**src/rtl/csi_packet_parser.sv**
```systemverilog
`default_nettype none
// ============================================================================
//  Module      : csi_packet_parser
//  Description : CSI-2 packet parser for a lane-merged 32-bit word stream.
//                Decodes and ECC-checks packet headers, turns FS/FE short
//                packets into frame timing, and forwards the payload of
//                long packets of one data type / virtual channel as bare
//                words with byte enables and line sync.
//  Revision    : 1.0 - initial release
// ============================================================================
module csi_packet_parser #(
    parameter logic [1:0] VC_SEL    = 2'd0,
    parameter logic [5:0] DATA_TYPE = 6'h2B,
    parameter bit         ECC_CHECK = 1'b1
) (
    input  logic        clk_i,
    input  logic        rst_n,
    input  logic [31:0] word_i,
    input  logic        word_valid_i,
    input  logic        pkt_start_i,
    output logic [31:0] data_o,
    output logic        data_valid_o,
    output logic [3:0]  byte_en_o,
    output logic        last_o,
    output logic        fsync_o,
    output logic        lsync_o,
    output logic        frame_start_o,
    output logic        frame_end_o,
    output logic        ecc_err_o,
    output logic        trunc_err_o
);

    typedef enum logic [0:0] {
        ST_IDLE    = 1'b0,
        ST_PAYLOAD = 1'b1
    } state_t;

    localparam logic [5:0] c_DT_FS        = 6'h00;
    localparam logic [5:0] c_DT_FE        = 6'h01;
    localparam logic [5:0] c_DT_LONG_BASE = 6'h10;

    state_t      state_q;
    logic [15:0] rem_q;
    logic        fwd_q;

    // CSI-2 header Hamming parity over the 24 bits {WC, DI}
    function automatic logic [5:0] calc_ecc(input logic [23:0] d);
        logic [5:0] p;
        p[0] = d[0]^d[1]^d[2]^d[4]^d[5]^d[7]^d[10]^d[11]^d[13]^d[16]^d[20]^d[21]^d[22]^d[23];
        p[1] = d[0]^d[1]^d[3]^d[4]^d[6]^d[8]^d[10]^d[12]^d[14]^d[17]^d[20]^d[21]^d[22]^d[23];
        p[2] = d[0]^d[2]^d[3]^d[5]^d[6]^d[9]^d[11]^d[12]^d[15]^d[18]^d[20]^d[21]^d[22];
        p[3] = d[1]^d[2]^d[3]^d[7]^d[8]^d[9]^d[13]^d[14]^d[15]^d[19]^d[20]^d[21]^d[23];
        p[4] = d[4]^d[5]^d[6]^d[7]^d[8]^d[9]^d[16]^d[17]^d[18]^d[19]^d[20]^d[22]^d[23];
        p[5] = d[10]^d[11]^d[12]^d[13]^d[14]^d[15]^d[16]^d[17]^d[18]^d[19]^d[21]^d[22]^d[23];
        return p;
    endfunction

    // Header field decode (only meaningful on a header word)
    logic [7:0]  w_di;
    logic [1:0]  w_vc;
    logic [5:0]  w_dt;
    logic [15:0] w_wc;
    logic [7:0]  w_ecc;
    logic        w_hdr;
    logic        w_ecc_bad;
    logic        w_hdr_ok;
    logic        w_dt_match;

    assign w_di       = word_i[7:0];
    assign w_vc       = w_di[7:6];
    assign w_dt       = w_di[5:0];
    assign w_wc       = {word_i[23:16], word_i[15:8]};
    assign w_ecc      = word_i[31:24];
    assign w_hdr      = word_valid_i && pkt_start_i;
    assign w_ecc_bad  = ECC_CHECK &&
                        ((w_ecc[7:6] != 2'b00) || (calc_ecc({w_wc, w_di}) != w_ecc[5:0]));
    assign w_hdr_ok   = !w_ecc_bad && (w_vc == VC_SEL);
    assign w_dt_match = (w_dt == DATA_TYPE);

    // Byte enables for the final payload word, from the 1..4 bytes remaining
    logic [3:0] w_last_be;
    always_comb begin
        w_last_be = 4'b1111;
        case (rem_q[2:0])
            3'd1:    w_last_be = 4'b0001;
            3'd2:    w_last_be = 4'b0011;
            3'd3:    w_last_be = 4'b0111;
            default: w_last_be = 4'b1111;
        endcase
    end

    // Packet FSM with all outputs registered
    always_ff @(posedge clk_i or negedge rst_n) begin
        if (!rst_n) begin
            state_q       <= ST_IDLE;
            rem_q         <= 16'd0;
            fwd_q         <= 1'b0;
            data_o        <= 32'd0;
            data_valid_o  <= 1'b0;
            byte_en_o     <= 4'd0;
            last_o        <= 1'b0;
            fsync_o       <= 1'b0;
            lsync_o       <= 1'b0;
            frame_start_o <= 1'b0;
            frame_end_o   <= 1'b0;
            ecc_err_o     <= 1'b0;
            trunc_err_o   <= 1'b0;
        end else begin
            data_valid_o  <= 1'b0;
            last_o        <= 1'b0;
            frame_start_o <= 1'b0;
            frame_end_o   <= 1'b0;
            ecc_err_o     <= 1'b0;
            trunc_err_o   <= 1'b0;
            // Line sync follows the forward flag while a payload is open; it
            // falls the cycle after the last word, once back in IDLE.
            lsync_o       <= (state_q == ST_PAYLOAD) ? fwd_q : 1'b0;

            if (w_hdr) begin
                // A header inside a payload aborts it: no last_o, and lsync
                // stays low for one cycle even if a new forwarded line opens.
                if (state_q == ST_PAYLOAD) begin
                    trunc_err_o <= 1'b1;
                    lsync_o     <= 1'b0;
                    state_q     <= ST_IDLE;
                end
                if (w_ecc_bad) begin
                    ecc_err_o <= 1'b1;
                end
                if (w_hdr_ok) begin
                    if (w_dt < c_DT_LONG_BASE) begin
                        if (w_dt == c_DT_FS) begin
                            fsync_o       <= 1'b1;
                            frame_start_o <= 1'b1;
                        end else if (w_dt == c_DT_FE) begin
                            fsync_o     <= 1'b0;
                            frame_end_o <= 1'b1;
                            lsync_o     <= 1'b0;
                        end
                    end else if (w_wc != 16'd0) begin
                        rem_q   <= w_wc;
                        fwd_q   <= w_dt_match;
                        state_q <= ST_PAYLOAD;
                        if (state_q == ST_IDLE) begin
                            lsync_o <= w_dt_match;
                        end
                    end
                end
            end else if (word_valid_i && (state_q == ST_PAYLOAD)) begin
                data_valid_o <= fwd_q;
                if (fwd_q) begin
                    data_o <= word_i;
                end
                if (rem_q > 16'd4) begin
                    if (fwd_q) begin
                        byte_en_o <= 4'b1111;
                    end
                    rem_q <= rem_q - 16'd4;
                end else begin
                    if (fwd_q) begin
                        byte_en_o <= w_last_be;
                    end
                    last_o  <= fwd_q;
                    rem_q   <= 16'd0;
                    state_q <= ST_IDLE;
                end
            end
        end
    end

endmodule
`default_nettype wire

```
**config.mk**
```make
export PLATFORM = sky130hd
export DESIGN_NAME = csi_packet_parser
export DESIGN_NICKNAME = d
export VERILOG_FILES = /design/src/rtl/csi_packet_parser.sv
export SDC_FILE = /design/constraint.sdc
export NUM_CORES = 1
export LEC_CHECK = 0
export ABC_AREA = 0
export CAP_MARGIN = 20
export CORE_MARGIN = 5
export CORE_UTILIZATION = 46
export DETAILED_ROUTE_END_ITERATION = 10
export PLACE_DENSITY = 0.77
export SYNTH_ARGS = -nofsm -noshare
export SYNTH_HDL_FRONTEND = slang
export SYNTH_SLANG_ARGS = --single-unit
```
**constraint.sdc**
```tcl
create_clock -name clk_i -period 2.4 [get_ports clk_i]
set_input_delay 0.36 -clock clk_i [delete_from_list [all_inputs] [get_ports clk_i]]
set_output_delay 0.36 -clock clk_i [all_outputs]
set_load 0.02 [all_outputs]
```
## Yosys cells after proc, flatten, opt, wreduce, memory -nomap -nowiden

Cells that the tools add are included.

- Reductions and logical operators: 16
- Muxes and demuxes: 45
- Eq/ne operators: 10
- $lt $le $gt $ge: 2
- Bitwise operators: 75
- Add/sub/neg operators: 1

Operator list:

| cell | number |
|---|---|
| $mux 16 | 6 |
| $xor 1x1->1 | 73 |
| $mux 1 | 35 |
| $gt 16x3->1 const B | 1 |
| $reduce_bool 16->1 | 1 |
| $sub 16x3->16 const B | 1 |
| $mux 4 | 3 |
| $pmux 4 s3 | 1 |
| $reduce_and 4->1 | 3 |
| $eq 3x2->1 const B | 2 |
| $eq 6x1->1 const B | 1 |
| $eq 6x6->1 const B | 1 |
| $logic_not 6->1 | 1 |
| $lt 6x5->1 const B | 1 |
| $ne 6x6->1 | 1 |
| $reduce_bool 2->1 | 3 |
| $ne 2x1->1 const B | 2 |
| $ne 2x2->1 const B | 2 |
| $eq 3x1->1 const B | 1 |
| $logic_and 1x1->1 | 3 |
| $reduce_and 3->1 | 1 |
| $logic_not 2->1 | 1 |
| $not 1->1 | 2 |
| $reduce_and 2->1 | 1 |
| 2 further kinds | 2 |

- Output and inout bits: 44
- Logic and storage cells: 162
- Flip-flop bits (word level): 62

## Longest topological paths before layout

Gate-level depths: netlist (run 1).

- Depth in word-level cells: 19
- Depth in mapped cells: 11

## Least setup slack after synthesis (run 1)

Ideal clock, no wire load.

- Path kind: input port to flip-flop
- Start point: input word_i[20]
- End point: register rem_q[9]
- Stages: 9
- Data arrival time: 2428 ps
- Setup slack: -159 ps
- Cell sequence: buf_2 xnor3_1 xnor3_1 or3_1 a22oi_4 and3_1 buf_6 buf_12 o22ai_2

- Word-level cells in the longest chain between the ends: 10
- Elaborated cells between the ends (all ways): 25
- Those cells by class: eq/ne: 3; bitwise: 17; reduce/logical: 5

Ends and longest elaborated chain:

| element | RTL line | text |
|---|---|---|
| start: declaration | 18 | `input logic [31:0] word_i,` |
| $xor 1x1->1, on equally long branches (4 in a row) | 49, 50 |  |
| $ne 6x6->1 | 76 | `((w_ecc[7:6] != 2'b00) \|\| (calc_ecc({w_wc, w_di}) != w_ecc[5:0]));` |
| $logic_or 1x1->1 | 76 |  |
| $logic_not 1->1 | 77 | `assign w_hdr_ok = !w_ecc_bad && (w_vc == VC_SEL);` |
| $logic_and 1x1->1 | 77 |  |
| $ne 2x1->1 (no line) | -- |  |
| $reduce_and 4->1 (no line) (*) | -- |  |
| end signal: assignment | 141 | `rem_q <= w_wc;` |
| end signal: assignment | 158 | `rem_q <= rem_q - 16'd4;` |
| end: declaration | 43 | `logic [15:0] rem_q;` |

Every way passes the cells marked *; elsewhere a longest branch is shown, timed or not.
A chain may end at the register's enable or synchronous reset.

## Worst setup path in the final report (run 1)

- Start point: input word_i[13]
- End point: register rem_q[3]

- Word-level cells in the longest chain between the ends: 16
- Elaborated cells between the ends (all ways): 31
- Those cells by class: eq/ne: 3; bitwise: 23; reduce/logical: 5

Ends and longest elaborated chain:

| element | RTL line | text |
|---|---|---|
| $xor 1x1->1 (10 in a row) | 54 | `p[5] = d[10]^d[11]^d[12]^d[13]^d[14]^d[15]^d[16]^d[17]^d[18]^d[19]^d[21]^d[22]^d[23];` |
| $ne 6x6->1 | 76 |  |
| $logic_or 1x1->1 | 76 |  |
| $logic_not 1->1 | 77 |  |
| $logic_and 1x1->1 | 77 |  |
| $ne 2x1->1 (no line) | -- |  |
| $reduce_and 4->1 (no line) (*) | -- |  |

Marks and branches as above.

==> results of run 1 <==
-- per-layer routing --
layer,share of wire,GRT usage,vias up
met1,0.42,0.293,1531
met4,0.026,0.0864,0
met3,0.059,0.0610,21
li1,-,-,1433
met5,0,0,-
met2,0.49,0.365,138
-- repair_timing --
action	CTS	global route
buffers inserted	15	2
hold buffers	1	0
pin swaps	30	20
endpoints found under the hold margin	20	0
gates resized for setup	70	29
endpoints found under the setup margin	23	16
cloned	1	0
-- registers in the layout, summed over array words and instances (netlist names) --
name / cells
data_o: 32
rem_q: 16
byte_en_o: 4
data_valid_o: 1
ecc_err_o: 1
frame_end_o: 1
frame_start_o: 1
fsync_o: 1
fwd_q: 1
last_o: 1
lsync_o: 1
state_q: 1
trunc_err_o: 1
-- synth_stat cells, types with 2 or more instances --
master,number
dfrtp_1,62
xnor2_1,29
mux2_2,26
o21ai_0,26
nand2_1,23
nor2_1,15
a21oi_1,12
inv_1,12
ha_1,9
clkbuf_1,8
o22ai_1,8
a22oi_1,7
nor4_1,7
xnor3_1,7
a32oi_1,5
and3_1,5
nand3_1,5
o22ai_2,5
xor2_1,5
and2_1,4
nor3_1,4
buf_2,2
buf_6,2
mux2i_1,2
nand4b_1,2
nor3b_1,2
or2_2,2
or3_1,2
or4_1,2
xnor2_2,2
-- cells in the final DEF, fill, tap and decap left out, drive strengths merged, types with 13 or more instances in the layout --
| master | netlist | layout |
|---|---|---|
| buf | 6 | 75 |
| dfrtp | 62 | 62 |
| clkdlybuf4s50 | 0 | 52 |
| xnor2 | 31 | 31 |
| mux2 | 27 | 27 |
| o21ai | 26 | 26 |
| nand2 | 24 | 24 |
| clkbuf | 8 | 17 |
| nor2 | 15 | 15 |
| inv | 12 | 13 |
| o22ai | 13 | 13 |
-- per-stage QoR --
step                total power, W  TNS, ns
global placement           0.00177   -13.16
CTS                        0.00317        0
detailed placement         0.00178   -14.01
floorplan                  0.00149        0
global route               0.00336   -0.109
finish                     0.00326        0
-- cells by family after synthesis --
group | count (synthesis) | share of synthesized area
muxes | 29 | 0.0927
adders and majority gates | 9 | 0.0322
AOI/OAI and AO/OA | 71 | 0.140
DFF | 62 | 0.444
xor gates and xnor gates | 43 | 0.140
buffers and inverters | 26 | 0.0376
and+or+nand+nor | 78 | 0.114
-- layout make-up --
cell class,count,area [sq um]
Clock buffer,9,124
Tap cell,99,124
Multi-Input combinational cell,230,2110
Inverter,12,45.0
Timing Repair Buffer,150,1360
Fill cell,459,1880
Sequential cell,62,1550
Clock inverter,7,145
-- report_power, final --
part           total [W]  switching, W  internal [W]
registers        0.00108     0.0000161       0.00106
clock network    0.00129      0.000494      0.000801
logic           0.000884      0.000412      0.000473
total            0.00326      0.000921       0.00234
-- worst min-delay path, stage by stage --
cell,delay [ns]
buf_2,0.13
inv_2,0.08
o21ai_0,0.08
-- final timing paths --
| kind | to | depth (start not counted) |
|---|---|---|
| max | rem_q[3]$_DFFE_PN0P_ | 9 |
| min | data_o[5]$_DFFE_PN0P_ | 3 |
| max reg2reg | rem_q[12]$_DFFE_PN0P_ | 8 |
| min reg2reg | byte_en_o[0]$_DFFE_PN0P_ | 1 |
| max in group asynchronous | data_o[18]$_DFFE_PN0P_ | 3 |
| min in group asynchronous | rem_q[11]$_DFFE_PN0P_ | 2 |
==> results_dict.tcl, run 1 <==
set metrics [dict create \
    dpl.hpwl_mm 7.21 \
    boundaryPins 80 \
    yosysSeqAreaShare 0.444 \
    dp_cells 534 \
    arrival_ns 2.61 \
    die_w_um 97.2 \
    hold_viol 0 \
    critPathSlowestCell "xnor3_2" \
    cp-startpoint "word_i[13]" \
    max-slew-margin-rel 0.662 \
    ant_nets 0 \
    crit_required_ns 2.64 \
    crit_buf_inv 2 \
    cts_sinks 62 \
    clk_pin_slew_ns 0.08 \
    power_density_nw_per_um2 597 \
    core_sq_um 7330 \
    stdcell_count 569 \
    port_buffers 79 \
    path_delay_family "XOR/XNOR gates" \
    first_global_vias 3302 \
    syn_inst 318 \
    cts_buffer_depth 2 \
    netlist_area_sq_um 3500 \
    clk_latency_ns 0.36 \
    start_util 0.477 \
    end_kind "flip-flop" \
    overflow 0 \
    final_core_util 0.744 \
    hold_class "in2reg" \
    syn2layout_area_growth_pct 56.0 \
    syn_nets 363 \
    critical_path.cell_chain "buf_2 -> xnor3_2 -> xnor2_4 -> xnor2_2 -> or3_4 -> a22oi_4 -> buf_4 -> a31oi_4 -> mux2_1" \
    dp_slack_ns -0.683 \
    synth_area_leaders "dfrtp_1 44%, mux2_2 8.4%, xnor2_1 7.3%" \
    yosysUniqueCellTypes 46 \
    final_nets 510 \
    yosysTopAreaCellShare 0.444 \
    yosys.area.top_type "dfrtp_1" \
    p_leak_nw 2.56 \
    grt_usage 0.227 \
    final_layout_size_suffix_gt1_frac 0.372 \
    cts_root_buffer "clkbuf_8" \
    period_needed_ns 2.36 \
    max_stage_delay_ns 0.51 \
    cap_violations 0 \
    firstDrtPassIters 5 \
    r2r_start "rem_q[10]$_DFFE_PN0P_" \
    antenna_cells 0 \
    period_share 0.985 \
    cts_tree "yes" \
    grt_pass1_wl_mm 17.2 \
    num_rows 31 \
    start_kind "input port" \
    gp_congestion 0.892 \
    antenna_found_initial 0 \
    vias_per_cell 5.49 \
    die_h_um 97.2 \
    setup_viol 0 \
    setup_ws_ns 0.0358 \
    fin_area_sq_um 5450 \
    wirelength_mm 10.7 \
    grt_max_degree 39 \
    yosys_warnings 0 \
    dpl_cell_area_sq_um 4800 \
    dieArea_sq_um 9440 \
    drv_slew 0 \
    synth_edf_count 0 \
    critPathMaxFanout 5 \
    synth_seq_cells 62 \
    fin_skew_ns 0.00943 \
    fmax_ghz 0.423 \
    drt_iter0_drc 216 \
    crit_type "in2reg" \
    drc_errors 0 \
    numCtsBuffers 9 \
    syn_avg_cell_area_sq_um 11.0 \
    synthArstFlopShare 1.00 \
    status "finished clean" \
    htreeDepth 3 \
    rrSetupSlack_ns 0.13 \
    max-vdd-ir-drop_mv 0.557 \
    fin_hold_ws_ns 0.335 \
    synthFlopType "dfrtp_1" \
    wl_per_cell_um 18.9 \
    hp-start "word_i[5]" \
    worstMarginPinSlew_ns 0.503 \
    vias 3123 \
]
No activity file was read; power rests on OpenSTA's default activity.
==> inputs of run 2 (changes only) <==
--- a/config.mk
+++ b/config.mk
@@ -9,6 +9,7 @@
 export CAP_MARGIN = 20
 export CORE_MARGIN = 5
 export CORE_UTILIZATION = 46
+export CTS_CLUSTER_SIZE = 30
 export DETAILED_ROUTE_END_ITERATION = 10
 export PLACE_DENSITY = 0.77
 export SYNTH_ARGS = -nofsm -noshare
==> results of run 2 <==
Same layout as run 1: the final DEF is identical, and so are final timing and power.
